<file path="config.mk">
export PLATFORM = sky130hd
export DESIGN_NAME = uart_peripheral_flat
export DESIGN_NICKNAME = d
export VERILOG_FILES = /design/src/rtl/uart_peripheral_if.sv /design/src/rtl/uart_peripheral.sv /design/src/flat_wrapper.sv
export SDC_FILE = /design/constraint.sdc
export NUM_CORES = 1
export LEC_CHECK = 0
export ABC_CLOCK_PERIOD_IN_PS = 3700
export BUFFER_PORTS_ARGS = -buffer_cell sky130_fd_sc_hd__buf_4
export CAP_MARGIN = 10
export CORE_MARGIN = 5
export CORE_UTILIZATION = 50
export CTS_BUF_LIST = sky130_fd_sc_hd__clkbuf_4
export CTS_CLUSTER_SIZE = 16
export DETAILED_ROUTE_END_ITERATION = 8
export GPL_TIMING_DRIVEN = 0
export HOLD_SLACK_MARGIN = 0.08
export PLACE_DENSITY = 0.77
export SYNTH_ARGS = -nofsm -noshare
export SYNTH_HDL_FRONTEND = slang
export SYNTH_SLANG_ARGS = --single-unit
export TNS_END_PERCENT = 5
</file>
<file path="constraint.sdc">
create_clock -name CLK -period 3.7 [get_ports CLK]
set_clock_uncertainty 0.1 [all_clocks]
set_input_delay 0.555 -clock CLK [delete_from_list [all_inputs] [get_ports CLK]]
set_output_delay 0.555 -clock CLK [all_outputs]
set_load 0.005 [all_outputs]
</file>
<file path="src/rtl/uart_peripheral_if.sv">
// Processor data-bus view of the UART peripheral: request from the CPU, registered read response back.
interface uart_peripheral_if;
    logic [31:0] address;
    logic [31:0] writeData;
    logic [3:0]  writeMask;
    logic        read;
    logic [31:0] readData;
    logic        readValid;

    modport master (
        output address, writeData, writeMask, read,
        input  readData, readValid
    );

    modport slave (
        input  address, writeData, writeMask, read,
        output readData, readValid
    );
endinterface

</file>
<file path="src/rtl/uart_peripheral.sv">
// Memory-mapped 8N1 transmit UART with a small TX FIFO, a status register and a byte-maskable LED register.
module uart_peripheral #(
    parameter int unsigned CLKS_PER_BIT = 16,
    parameter int unsigned FIFO_DEPTH   = 4
) (
    input  logic              CLK,
    input  logic              RESET,
    uart_peripheral_if.slave  bus,
    output logic              TXD,
    output logic [31:0]       LEDS
);
    localparam int unsigned PTR_W = $clog2(FIFO_DEPTH);
    localparam int unsigned CNT_W = $clog2(FIFO_DEPTH + 1);
    localparam int unsigned CYC_W = $clog2(CLKS_PER_BIT);

    typedef enum logic [1:0] {IDLE, START, DATA, STOP} state_t;

    state_t           state_q, state_d;
    logic [CYC_W-1:0] cyc_q, cyc_d;
    logic [2:0]       bit_q, bit_d;
    logic [7:0]       shift_q, shift_d;
    logic             txd_d;
    logic             pop_c;
    logic             last_c;

    logic [7:0]       fifo_mem [FIFO_DEPTH];
    logic [PTR_W-1:0] wr_ptr, rd_ptr;
    logic [CNT_W-1:0] count;

    logic [31:0]      read_data_q;
    logic             read_valid_q;

    logic             sel_c, push_c, full_c, busy_c;
    logic [1:0]       idx_c;
    logic [31:0]      status_c, rdmux_c;
    logic             unused_addr;

    assign sel_c       = bus.address[22];
    assign idx_c       = bus.address[3:2];
    assign unused_addr = ^{bus.address[31:23], bus.address[21:4], bus.address[1:0]};

    // Full and push decisions use the count as it stands before the edge.
    assign full_c   = (count == CNT_W'(FIFO_DEPTH));
    assign push_c   = sel_c && bus.writeMask[0] && (idx_c == 2'd0) && !full_c;
    assign busy_c   = (state_q != IDLE) || (count != '0);
    assign status_c = {24'b0, 4'(count), 2'b00, busy_c, full_c};
    assign last_c   = (cyc_q == CYC_W'(CLKS_PER_BIT - 1));

    always_comb begin
        rdmux_c = '0;
        case (idx_c)
            2'd1:    rdmux_c = status_c;
            2'd2:    rdmux_c = LEDS;
            default: rdmux_c = '0;
        endcase
    end

    // FIFO storage; entries need no reset since count gates every pop.
    always_ff @(posedge CLK) begin
        if (push_c) fifo_mem[wr_ptr] <= bus.writeData[7:0];
    end

    always_ff @(posedge CLK or posedge RESET) begin
        if (RESET) begin
            wr_ptr <= '0;
            rd_ptr <= '0;
            count  <= '0;
        end else begin
            if (push_c) wr_ptr <= wr_ptr + PTR_W'(1);
            if (pop_c)  rd_ptr <= rd_ptr + PTR_W'(1);
            if (push_c && !pop_c)      count <= count + CNT_W'(1);
            else if (pop_c && !push_c) count <= count - CNT_W'(1);
        end
    end

    // TX state register; txd_d is the line level for the state being entered.
    always_ff @(posedge CLK or posedge RESET) begin
        if (RESET) begin
            state_q <= IDLE;
            cyc_q   <= '0;
            bit_q   <= '0;
            shift_q <= '0;
            TXD     <= 1'b1;
        end else begin
            state_q <= state_d;
            cyc_q   <= cyc_d;
            bit_q   <= bit_d;
            shift_q <= shift_d;
            TXD     <= txd_d;
        end
    end

    always_comb begin
        state_d = state_q;
        cyc_d   = cyc_q;
        bit_d   = bit_q;
        shift_d = shift_q;
        txd_d   = TXD;
        pop_c   = 1'b0;
        case (state_q)
            IDLE: begin
                txd_d = 1'b1;
                if (count != '0) begin
                    pop_c   = 1'b1;
                    shift_d = fifo_mem[rd_ptr];
                    cyc_d   = '0;
                    txd_d   = 1'b0;
                    state_d = START;
                end
            end
            START: begin
                if (last_c) begin
                    cyc_d   = '0;
                    bit_d   = '0;
                    txd_d   = shift_q[0];
                    state_d = DATA;
                end else begin
                    cyc_d = cyc_q + CYC_W'(1);
                end
            end
            DATA: begin
                if (last_c) begin
                    cyc_d = '0;
                    if (bit_q == 3'd7) begin
                        txd_d   = 1'b1;
                        state_d = STOP;
                    end else begin
                        shift_d = shift_q >> 1;
                        bit_d   = bit_q + 3'd1;
                        txd_d   = shift_q[1];
                    end
                end else begin
                    cyc_d = cyc_q + CYC_W'(1);
                end
            end
            STOP: begin
                if (last_c) begin
                    cyc_d   = '0;
                    txd_d   = 1'b1;
                    state_d = IDLE;
                end else begin
                    cyc_d = cyc_q + CYC_W'(1);
                end
            end
            default: state_d = IDLE;
        endcase
    end

    // LED lanes and registered read port.
    always_ff @(posedge CLK or posedge RESET) begin
        if (RESET) begin
            LEDS         <= '0;
            read_data_q  <= '0;
            read_valid_q <= 1'b0;
        end else begin
            if (sel_c && (idx_c == 2'd2)) begin
                for (int i = 0; i < 4; i++) begin
                    if (bus.writeMask[i]) LEDS[8*i +: 8] <= bus.writeData[8*i +: 8];
                end
            end
            read_valid_q <= sel_c && bus.read;
            if (sel_c && bus.read) read_data_q <= rdmux_c;
        end
    end

    assign bus.readData  = read_data_q;
    assign bus.readValid = read_valid_q;
endmodule
</file>
<file path="src/flat_wrapper.sv">
// flat-port wrapper written by rule: the top's interface ports become plain ports
module uart_peripheral_flat 
#(
    parameter int unsigned CLKS_PER_BIT = 16,
    parameter int unsigned FIFO_DEPTH   = 4
)
  (CLK, RESET, TXD, LEDS, bus_address, bus_writeData, bus_writeMask, bus_read, bus_readData, bus_readValid);
  uart_peripheral_if bus_i ();
  input  logic CLK;
  input  logic RESET;
  output logic TXD;
  output logic [31:0] LEDS;
  input wire logic [$bits(bus_i.address)-1:0] bus_address;
  input wire logic [$bits(bus_i.writeData)-1:0] bus_writeData;
  input wire logic [$bits(bus_i.writeMask)-1:0] bus_writeMask;
  input wire logic [$bits(bus_i.read)-1:0] bus_read;
  output wire logic [$bits(bus_i.readData)-1:0] bus_readData;
  output wire logic [$bits(bus_i.readValid)-1:0] bus_readValid;
  assign bus_i.address = bus_address;
  assign bus_i.writeData = bus_writeData;
  assign bus_i.writeMask = bus_writeMask;
  assign bus_i.read = bus_read;
  assign bus_readData = bus_i.readData;
  assign bus_readValid = bus_i.readValid;
  uart_peripheral #(.CLKS_PER_BIT(CLKS_PER_BIT), .FIFO_DEPTH(FIFO_DEPTH)) u_core (.CLK(CLK), .RESET(RESET), .bus(bus_i), .TXD(TXD), .LEDS(LEDS));
endmodule
</file>
Yosys cells after proc, flatten, opt, wreduce, memory -nomap -nowiden
Memories as Yosys holds them, arrays and structs flattened.
Cells that the tools add are included.
{ "classes": {"n_bitwise": 0, "n_lt_le_gt_ge": 0, "reduce_logical": 27, "add_sub_neg": 6, "shift": 0, "div": 0, "mul": 0, "eq_ne": 14, "n_mux": 30} }
{ "ops": {"columns": ["cell", "n"], "rows": [
  ["$pmux 32 s2", 1],
  ["$mux 8", 3],
  ["$pmux 8 s2", 1],
  ["$mux 3", 5],
  ["$mux 2", 5],
  ["$ne 2x1->1 const B", 5],
  ["$mux 1", 9],
  ["$mux 4", 2],
  ["$pmux 2 s4", 1],
  ["$pmux 4 s2", 1],
  ["$reduce_and 2->1", 4],
  ["$reduce_and 4->1", 2],
  ["$reduce_bool 2->1", 4],
  ["$logic_and 1x1->1", 7],
  ["$add 3x1->3 const B", 2],
  ["$eq 2x2->1 const B", 3],
  ["$eq 3x3->1 const B", 2],
  ["$pmux 3 s2", 1],
  ["$reduce_and 5->1", 1],
  ["$add 2x1->2 const B", 2],
  ["$add 4x1->4 const B", 1],
  ["$eq 2x1->1 const B", 2],
  ["$eq 4x4->1 const B", 1],
  ["$logic_not 2->1", 2],
  ["other kinds (8)", 10]
]} }
{ "totals": {"reg_bits": 90, "n_memories": 1, "mem_bits_rw": 32, "latchBits": 0, "rom_bits": 0, "out_inout_bits": 66} }
{ "mem_list": {"columns": ["name", "depth", "word_bits", "rd", "rd_clocked_by_memory_dff", "wr", "line", "source"], "rows": [
  ["u_core.fifo_mem", 4, 8, 1, 0, 1, "uart_peripheral.sv:26", "logic [7:0] fifo_mem [FIFO_DEPTH];"]
]} }

Depth between registers and ports, before layout
Gate-level depths: netlist (run 1).
{ "depth": {"depth_word": 7, "depth_mapped": 11} }

Least setup slack after synthesis (run 1)
Ideal clock, no wire load.
{ "synth_timing": {"path_type": "input-to-reg", "startpoint": "in bus_address[22]", "endpoint": "reg u_core.count[2]", "arrival_time_ns": 2.269, "stages": 9, "setup_slack_ns": 1.252, "cell_sequence": "clkbuf_1 > nand3_1 > a21oi_1 > ha_1 > inv_1 > fa_1 > xor2_1 > nor2_1 > xor2_1"} }
{ "synth_between": {"elab_chain_len": 6, "word_cells_on_any_way": 8, "cone_classes": "1 x mux; 7 x reduce/logical"} }
{ "synth_rtl": {"columns": ["item", "line", "source"], "rows": [
  ["start: declaration", "flat_wrapper.sv:13", "input wire logic [$bits(bus_i.address)-1:0] bus_address;"],
  ["$logic_and 1x1->1 * (3 in series)", "uart_peripheral.sv:44", "assign push_c = sel_c && bus.writeMask[0] && (idx_c == 2'd0) && !full_c;"],
  ["named net u_core.push_c", "uart_peripheral.sv:33", "logic sel_c, push_c, full_c, busy_c;"],
  ["$logic_not 1->1", "uart_peripheral.sv:72", "else if (pop_c && !push_c) count <= count - CNT_W'(1);"],
  ["$logic_and 1x1->1", "uart_peripheral.sv:72", null],
  ["$reduce_bool 2->1 (no source line)", null, null],
  ["end signal: assignment", "uart_peripheral.sv:71", "if (push_c && !pop_c) count <= count + CNT_W'(1);"],
  ["end signal: assignment", "uart_peripheral.sv:72", null],
  ["end: declaration", "uart_peripheral.sv:28", "logic [CNT_W-1:0] count;"]
]} }
The timed path passes the listed nets; every way through them passes the cells marked *.
A chain may end at the register's enable or synchronous reset.

Final worst setup path (run 1)
{ "layout_timing": {"startpoint": "reg u_core.state_q[0]", "endpoint": "reg u_core.count[1]"} }
{ "layout_between": {"elab_chain_len": 5, "word_cells_on_any_way": 7, "cone_classes": "2 x mux; 5 x reduce/logical"} }
{ "layout_rtl": {"columns": ["item", "line", "source"], "rows": [
  ["start: declaration", "uart_peripheral.sv:18", "state_t state_q, state_d;"],
  ["start signal: assignment", "uart_peripheral.sv:85", "state_q <= state_d;"],
  ["$logic_not 2->1 *", "uart_peripheral.sv:100", "case (state_q)"],
  ["$mux 1 *", "uart_peripheral.sv:100", null],
  ["$logic_not 1->1", "uart_peripheral.sv:71", null],
  ["$logic_and 1x1->1", "uart_peripheral.sv:71", null],
  ["$mux 3 / $reduce_bool 2->1 (equally long branches)", null, null]
]} }
Mark *: on every way between the ends. The rest lies on a longest branch, timed or not.

==> results of run 1 <==
[worst max-delay path by stage]
stage                 startpoint                 to  cells past startpoint
5_1_grt        u_core.state_q[0]    u_core.count[1]                      9
6_report       u_core.state_q[0]    u_core.count[1]                      9
3_3_place_gp               RESET  u_core.shift_q[3]                      2
4_1_cts        u_core.state_q[0]    u_core.count[1]                      9
2_1_floorplan              RESET     u_core.LEDS[0]                      1
3_5_place_dp     bus_address[22]    u_core.count[2]                      9
[through the flow]
stage,instances,TNS (ns),worst slack [ns],cell area [µm²]
2_1_floorplan,346,0,0.711,5110
3_3_place_gp,585,-22.77,-0.259,6070
5_1_grt,619,0,0.878,6360
3_5_place_dp,586,0,0.877,6100
4_1_cts,619,0,1.03,6360
6_report,619,0,1.04,6360
[power breakdown]
group | total [µW] | internal [µW] | switching [µW]
Clock | 854 | 397 | 457
Combinational | 1280 | 697 | 586
Sequential | 1850 | 1640 | 211
Total | 3990 | 2730 | 1250
[final cells by class]
| cell class | instances | area [µm²] | area share |
|---|---|---|---|
| Timing Repair Buffer | 108 | 833 | 0.131 |
| Clock inverter | 13 | 108 | 0.0169 |
| Tap cell | 133 | 166 | 0.0262 |
| Multi-Input combinational cell | 195 | 1760 | 0.277 |
| Clock buffer | 19 | 143 | 0.0224 |
| Sequential cell | 122 | 3210 | 0.505 |
| Buffer | 15 | 80.1 | 0.0126 |
| Inverter | 14 | 55.1 | 0.00866 |
[per-layer routing]
metal	part of all wire	vias to the layer above	global-route usage
li1	-	1538	-
met1	0.40	1624	0.228
met2	0.50	105	0.317
met3	0.091	14	0.0841
met4	0.013	0	0.0738
met5	0	-	0
[flip-flops by register name, summed over array words and instances (netlist names)]
| name | cells |
|---|---|
| u_core.count | 3 |
| u_core.bus.readData | 32 |
| u_core.bus.readValid | 1 |
| u_core.shift_q | 8 |
| u_core.state_q | 2 |
| u_core.TXD | 1 |
| u_core.LEDS | 32 |
| u_core.fifo_mem | 32 |
| u_core.wr_ptr | 2 |
| u_core.bit_q | 3 |
| u_core.cyc_q | 4 |
| u_core.rd_ptr | 2 |
[cells by family after synthesis]
family	count (synthesis)
AND/OR/NAND/NOR	46
flip-flops	122
buffers and inverters	29
adder cells (fa/ha/maj)	16
XOR/XNOR	6
AO/OA/AOI/OAI	69
multiplexers	58
[Yosys cell counts, types with 2 or more instances]
| master | number | area (µm²) |
|---|---|---|
| nor2b_1 | 2 | 12.5 |
| a22o_1 | 28 | 245 |
| dfrtp_1 | 89 | 2230 |
| nand2_1 | 11 | 41.3 |
| a22oi_1 | 8 | 60.1 |
| a211oi_1 | 2 | 15.0 |
| a221oi_1 | 6 | 52.6 |
| o2bb2ai_1 | 3 | 26.3 |
| and2_1 | 4 | 25.0 |
| edfxtp_1 | 32 | 961 |
| clkbuf_1 | 4 | 15.0 |
| a21oi_1 | 3 | 15.0 |
| mux2_2 | 42 | 473 |
| and2b_2 | 6 | 52.6 |
| nor3_1 | 2 | 10.0 |
| inv_1 | 14 | 52.6 |
| xnor2_1 | 4 | 35.0 |
| mux2i_1 | 15 | 150 |
| o21ai_0 | 11 | 55.1 |
| xor2_1 | 2 | 17.5 |
| nor2_1 | 6 | 22.5 |
| ha_1 | 15 | 188 |
| buf_2 | 7 | 35.0 |
| nand3_1 | 6 | 30.0 |
[repair_timing]
item                                   in CTS  in global routing
hold buffers                                1                  0
endpoints found under the hold margin      42                  0
buffers inserted                            0                  0
==> results_dict.tcl, run 1 <==
set metrics [dict create \
    status "finished clean" \
    hold_start "bus_writeData[3]" \
    synth-compound-area-share 0.109 \
    rows 36 \
    die_h_um 111 \
    cp.arrival_ns 2.95 \
    worstMarginPinSlew_ns 0.541 \
    synthCells 346 \
    synthArstFlopShare 0.738 \
    worstPathRequired_ns 3.99 \
    fin_util 0.645 \
    synthXorXnorAreaFrac 0.0103 \
    crit_path_cell_trace "inv_1, ha_1, clkbuf_1, o31a_1, inv_1, ha_1, inv_1, fa_1, mux2_2" \
    final_antenna_net_count 0 \
    clk_pin_slew_ns 0.10 \
    h-tree-depth 4 \
    synth-edff-count 32 \
    period_share 0.720 \
    most-common-layout-cells "buf_4, dfrtp_1, mux2_2" \
    grt_pass1_wl_um 18900 \
    p_leak_uw 0.00297 \
    slew_violations 0 \
    crit_buf_inv 4 \
    finalCriticalPeriod_ns 2.66 \
    first_pass_iters 4 \
    synthMuxAreaShare 0.126 \
    vias 3281 \
    crit_path_max_fanout 10 \
    hold_class "in -> reg" \
    synthAdderAreaFrac 0.0407 \
    cts_tree "yes" \
    r2r_start "u_core.state_q[0]" \
    grt_pass1_vias 3615 \
    synth_nets 433 \
    path_delay_family "adder cells" \
    ys_ff_latch 122 \
    holdWs_ns 0.158 \
    antenna_found_initial 0 \
    drc 0 \
    yosys_most_used_dff "dfrtp_1" \
    drt-initial-drc-count 163 \
    ys_warn_count 0 \
    cts_buffers 17 \
    clkLatencyLatePin_ns 0.51 \
    setup_violations 0 \
    min_to "u_core.fifo_mem[2][3]" \
    drive_gt1_frac 0.418 \
    cp-start-kind "flop" \
    die_area_um2 12300 \
    routed_wl_um 11400 \
    crit_path_frequent_cell "inv_1" \
    start_util 0.518 \
    final_hold_viol_count 0 \
    regToRegSetupSlack_ns 1.04 \
    wl_per_cell_um 18.3 \
    max_stage_delay_ns 0.41 \
    synthToLayoutAreaGrowth_pct 24.5 \
    viasPerCell 5.30 \
    cap_violations 0 \
    clockRootBuffer "clkbuf_4" \
    holdPathStages 1 \
    coreArea_um2 9860 \
    critPathSlowestCell "dfrtp_1" \
    r2r_cells 9 \
    io_pins 137 \
    fmax_mhz 375 \
    cts_sinks 122 \
    syn_area_um2 5110 \
    synth_sequential_area_ratio 0.629 \
    end_kind "flop" \
    final_common_cell "buf_4" \
    powerDensity_nw_per_um2 627 \
    gr-total-overflow 0 \
    ctsResizeCount 0 \
    nets 560 \
    nFillCells 713 \
    port_buffers 106 \
    place_congestion 0.773 \
    p_total_uw 3990 \
    critPathKind "reg -> reg" \
    syn-mean-instance-area_um2 14.8 \
    max-vdd-ir-drop_mv 0.346 \
    track_usage 0.194 \
    rsz0062_at_grt "false" \
    synth_cell_types 48 \
    synth_top_family_by_area "multiplexers" \
    maxSlewHeadroom 0.639 \
    die_w_um 111 \
    grt_max_degree 49 \
    synth-simple-area-share 0.0585 \
    dpl.hpwl_um 8460 \
    max-clock-path-buffers 2 \
    num_antenna_cells 0 \
    reg2reg_to "u_core.count[1]" \
]
(Power assumes the default switching activity.)
==> run 2: changes to the inputs <==
--- a/config.mk
+++ b/config.mk
@@ -5,17 +5,18 @@
 export SDC_FILE = /design/constraint.sdc
 export NUM_CORES = 1
 export LEC_CHECK = 0
-export ABC_CLOCK_PERIOD_IN_PS = 3700
+export ABC_AREA = 1
+export ABC_CLOCK_PERIOD_IN_PS = 2200
 export BUFFER_PORTS_ARGS = -buffer_cell sky130_fd_sc_hd__buf_4
 export CAP_MARGIN = 10
 export CORE_MARGIN = 5
-export CORE_UTILIZATION = 50
+export CORE_UTILIZATION = 49
 export CTS_BUF_LIST = sky130_fd_sc_hd__clkbuf_4
 export CTS_CLUSTER_SIZE = 16
 export DETAILED_ROUTE_END_ITERATION = 8
 export GPL_TIMING_DRIVEN = 0
 export HOLD_SLACK_MARGIN = 0.08
-export PLACE_DENSITY = 0.77
+export PLACE_DENSITY = 0.79
 export SYNTH_ARGS = -nofsm -noshare
 export SYNTH_HDL_FRONTEND = slang
 export SYNTH_SLANG_ARGS = --single-unit
==> constraint.sdc (replaced) <==
create_clock -name CLK -period 2.2 [get_ports CLK]
set_clock_uncertainty 0.1 [all_clocks]
set_input_delay 0.33 -clock CLK [delete_from_list [all_inputs] [get_ports CLK]]
set_output_delay 0.33 -clock CLK [all_outputs]
set_load 0.005 [all_outputs]
==> run 2 against run 1 <==
  * Register-to-register slack got worse by 0.90 ns
  * Sequential cell count did not move
  * Core utilization increased by 2.9 points
  * Synthesized cell count grew 36%
  * Die area rose by 2.1%
  * Critical path depth increased by 2
  * Non-clock buffer count up 45
  * Wire length rose by 14%
  * Largest cell class unchanged
  * Largest power group unchanged
  * Highest routed layer unchanged
==> results_dict.tcl, run 2 <==
set metrics [dict create \
    wl_per_cell_um 16.3 \
    die_w_um 112 \
    drive_gt1_frac 0.303 \
    routed_wl_um 12900 \
    fin_tns_setup_ns 0 \
    slew_violations 0 \
    r2r_cells 7 \
    hold_start "bus_writeMask[1]" \
    finalCriticalPeriod_ns 2.10 \
    synthToLayoutAreaGrowth_pct 35.2 \
    clkLatencyLatePin_ns 0.53 \
    fmax_mhz 476 \
    ys_ff_latch 122 \
    synth_largest_area_cell "dfrtp_1" \
    die_h_um 112 \
    io_pins 137 \
    holdPathStages 4 \
    syn-mean-instance-area_um2 10.8 \
    cts_buffers 17 \
    clockPowerShare 0.323 \
    gr-max-usage-layer "met2" \
    synthArstFlopShare 0.738 \
    h-tree-depth 4 \
    gr-total-overflow 0 \
    coreArea_um2 10300 \
    track_usage 0.218 \
    rows 37 \
    grt_max_degree 42 \
    swShare 0.273 \
    port_buffers 106 \
    dpl.hpwl_um 8740 \
    die_area_um2 12600 \
    stdcell_count 793 \
    synth_common_cells "nand2_1, dfrtp_1, inv_1" \
    nets 731 \
    grt_pass1_vias 4386 \
    regToRegSetupSlack_ns 0.14 \
    clockRootBuffer "clkbuf_4" \
    p_seq_frac 0.503 \
    synthCells 472 \
    min_to "u_core.LEDS[11]" \
    use_met2 0.374 \
    drt-initial-drc-count 227 \
    synth.most_common_cell "nand2_1" \
    place_inst 716 \
    reg2reg_to "u_core.count[1]" \
    cp-start-kind "input port" \
    clk_pin_slew_ns 0.12 \
    ys_warn_count 0 \
    final_antenna_net_count 0 \
    most-common-layout-cells "buf_4, nand2_1, dfrtp_1" \
    final_hold_viol_count 0 \
    start_util 0.498 \
    r2r_start "u_core.state_q[1]" \
    p_int_uw 4000 \
    cp.arrival_ns 2.43 \
    hold_class "in -> reg" \
    synth_top_area_frac 0.435 \
    synth-edff-count 32 \
    maxSlewHeadroom 0.468 \
    cts_sinks 122 \
    max-clock-path-buffers 2 \
    synth.top_cells.by_area "dfrtp_1, edfxtp_1, nand2_1, mux2_2, ha_1" \
    final_common_cell "buf_4" \
    grt_pass1_wl_um 21800 \
    cap_violations 0 \
    powerDensity_nw_per_um2 796 \
    num_antenna_cells 0 \
    p_sw_uw 1510 \
    worstPathRequired_ns 2.53 \
    synth_cell_types 31 \
    critPathKind "in -> reg" \
    syn_area_um2 5120 \
    first_pass_iters 4 \
    p_leak_uw 0.00336 \
    met3_usage 0.0911 \
    setup_violations 0 \
    cts_tree "yes" \
    period_share 0.956 \
    drc 0 \
    nFillCells 727 \
    power_frac_comb 0.174 \
    rsz0062_at_grt "false" \
    viasPerCell 5.12 \
    antenna_found_initial 0 \
    max-vdd-ir-drop_mv 0.548 \
    worstMarginPinSlew_ns 0.795 \
    crit_path_max_fanout 10 \
    status "finished clean" \
    yosys_most_used_dff "dfrtp_1" \
    synth_sequential_area_ratio 0.628 \
    end_kind "flop" \
    place_congestion 0.845 \
    synth_nets 559 \
    vias 4058 \
    grt.met1_usage 0.246 \
]
run 2: cell families after synthesis:
logic type	share of synthesized area
AND/OR/NAND/NOR	0.141
buffers and inverters	0.0535
AO/OA/AOI/OAI	0.0890
multiplexers	0.0374
adder cells (fa/ha/maj)	0.0406
flip-flops	0.628
XOR/XNOR	0.0103
run 2: final cells by class:
class                   count  area, µm²  share of cell area
well taps                 136        170              0.0246
repair buffers            153       1270               0.184
clock buffers              17        128              0.0184
flip-flops and latches    122       3220               0.465
plain buffers              15       76.3              0.0110
multi-input cells         283       1660               0.239
clock inverters            15        200              0.0289
inverters                  52        201              0.0291
run 2: worst max-delay path by stage:
stage / end / startpoint / slack (ns)
6_report: u_core.LEDS[31] / bus_address[2] / 0.1
3_3_place_gp: u_core.count[2] / bus_address[2] / -0.12
5_1_grt: u_core.count[1] / u_core.count[1] / 0.02
4_1_cts: u_core.count[2] / u_core.state_q[0] / 0.03
3_5_place_dp: u_core.count[2] / bus_address[2] / -0.19
2_1_floorplan: u_core.count[2] / u_core.count[0] / 0.11
run 2: metrics by stage:
stage / hold slack (ns) / utilization / area [µm²] / worst slack (ns) / total power, µW
after CTS: 0.0814 / 0.667 / 6860 / 0.0280 / 5470
after detailed placement: 0.250 / 0.596 / 6130 / -0.191 / 3650
after floorplan: 0.329 / - / 5120 / 0.107 / 3140
after global placement: 0.363 / 0.592 / 6090 / -0.122 / 3600
final: 0.116 / 0.673 / 6920 / 0.0973 / 5510
after global routing: 0.109 / 0.673 / 6920 / 0.0215 / 5790
run 2: timing repair:
item | in CTS | in global routing
endpoints found under the hold margin | 127 | 0
setup buffers | 1 | 5
endpoints found under the setup margin | 2 | 7
hold buffers | 39 | 0
pin swaps | 0 | 1
gates resized for setup | 1 | 11
run 2: worst max-delay path, stage by stage:
cell	delay, ns
buf_4	0.12
inv_1	0.07
ha_1	0.16
nand2_1	0.07
inv_2	0.09
buf_4	0.19
nand2_4	0.12
nor2_1	0.11
dlygate4sd3_1	0.55
a21oi_1	0.05
dlygate4sd3_1	0.57
run 2: power groups by stage:
stage                     clock (µW)  combinational [µW]  sequential, µW
after detailed placement           0                 862            2790
after global routing            1910                1070            2800
final                           1780                 958            2770
after global placement             0                 825            2780
after CTS                       1810                 923            2740
after floorplan                    0                 366            2770
run 2: layer usage:
metal | vias up | share of wire | wire length, µm
met5 | - | 0 | 0
met1 | 1979 | 0.38 | 4930
met2 | 137 | 0.52 | 6670
li1 | 1921 | - | -
met4 | 0 | 0.016 | 206
met3 | 21 | 0.087 | 1130
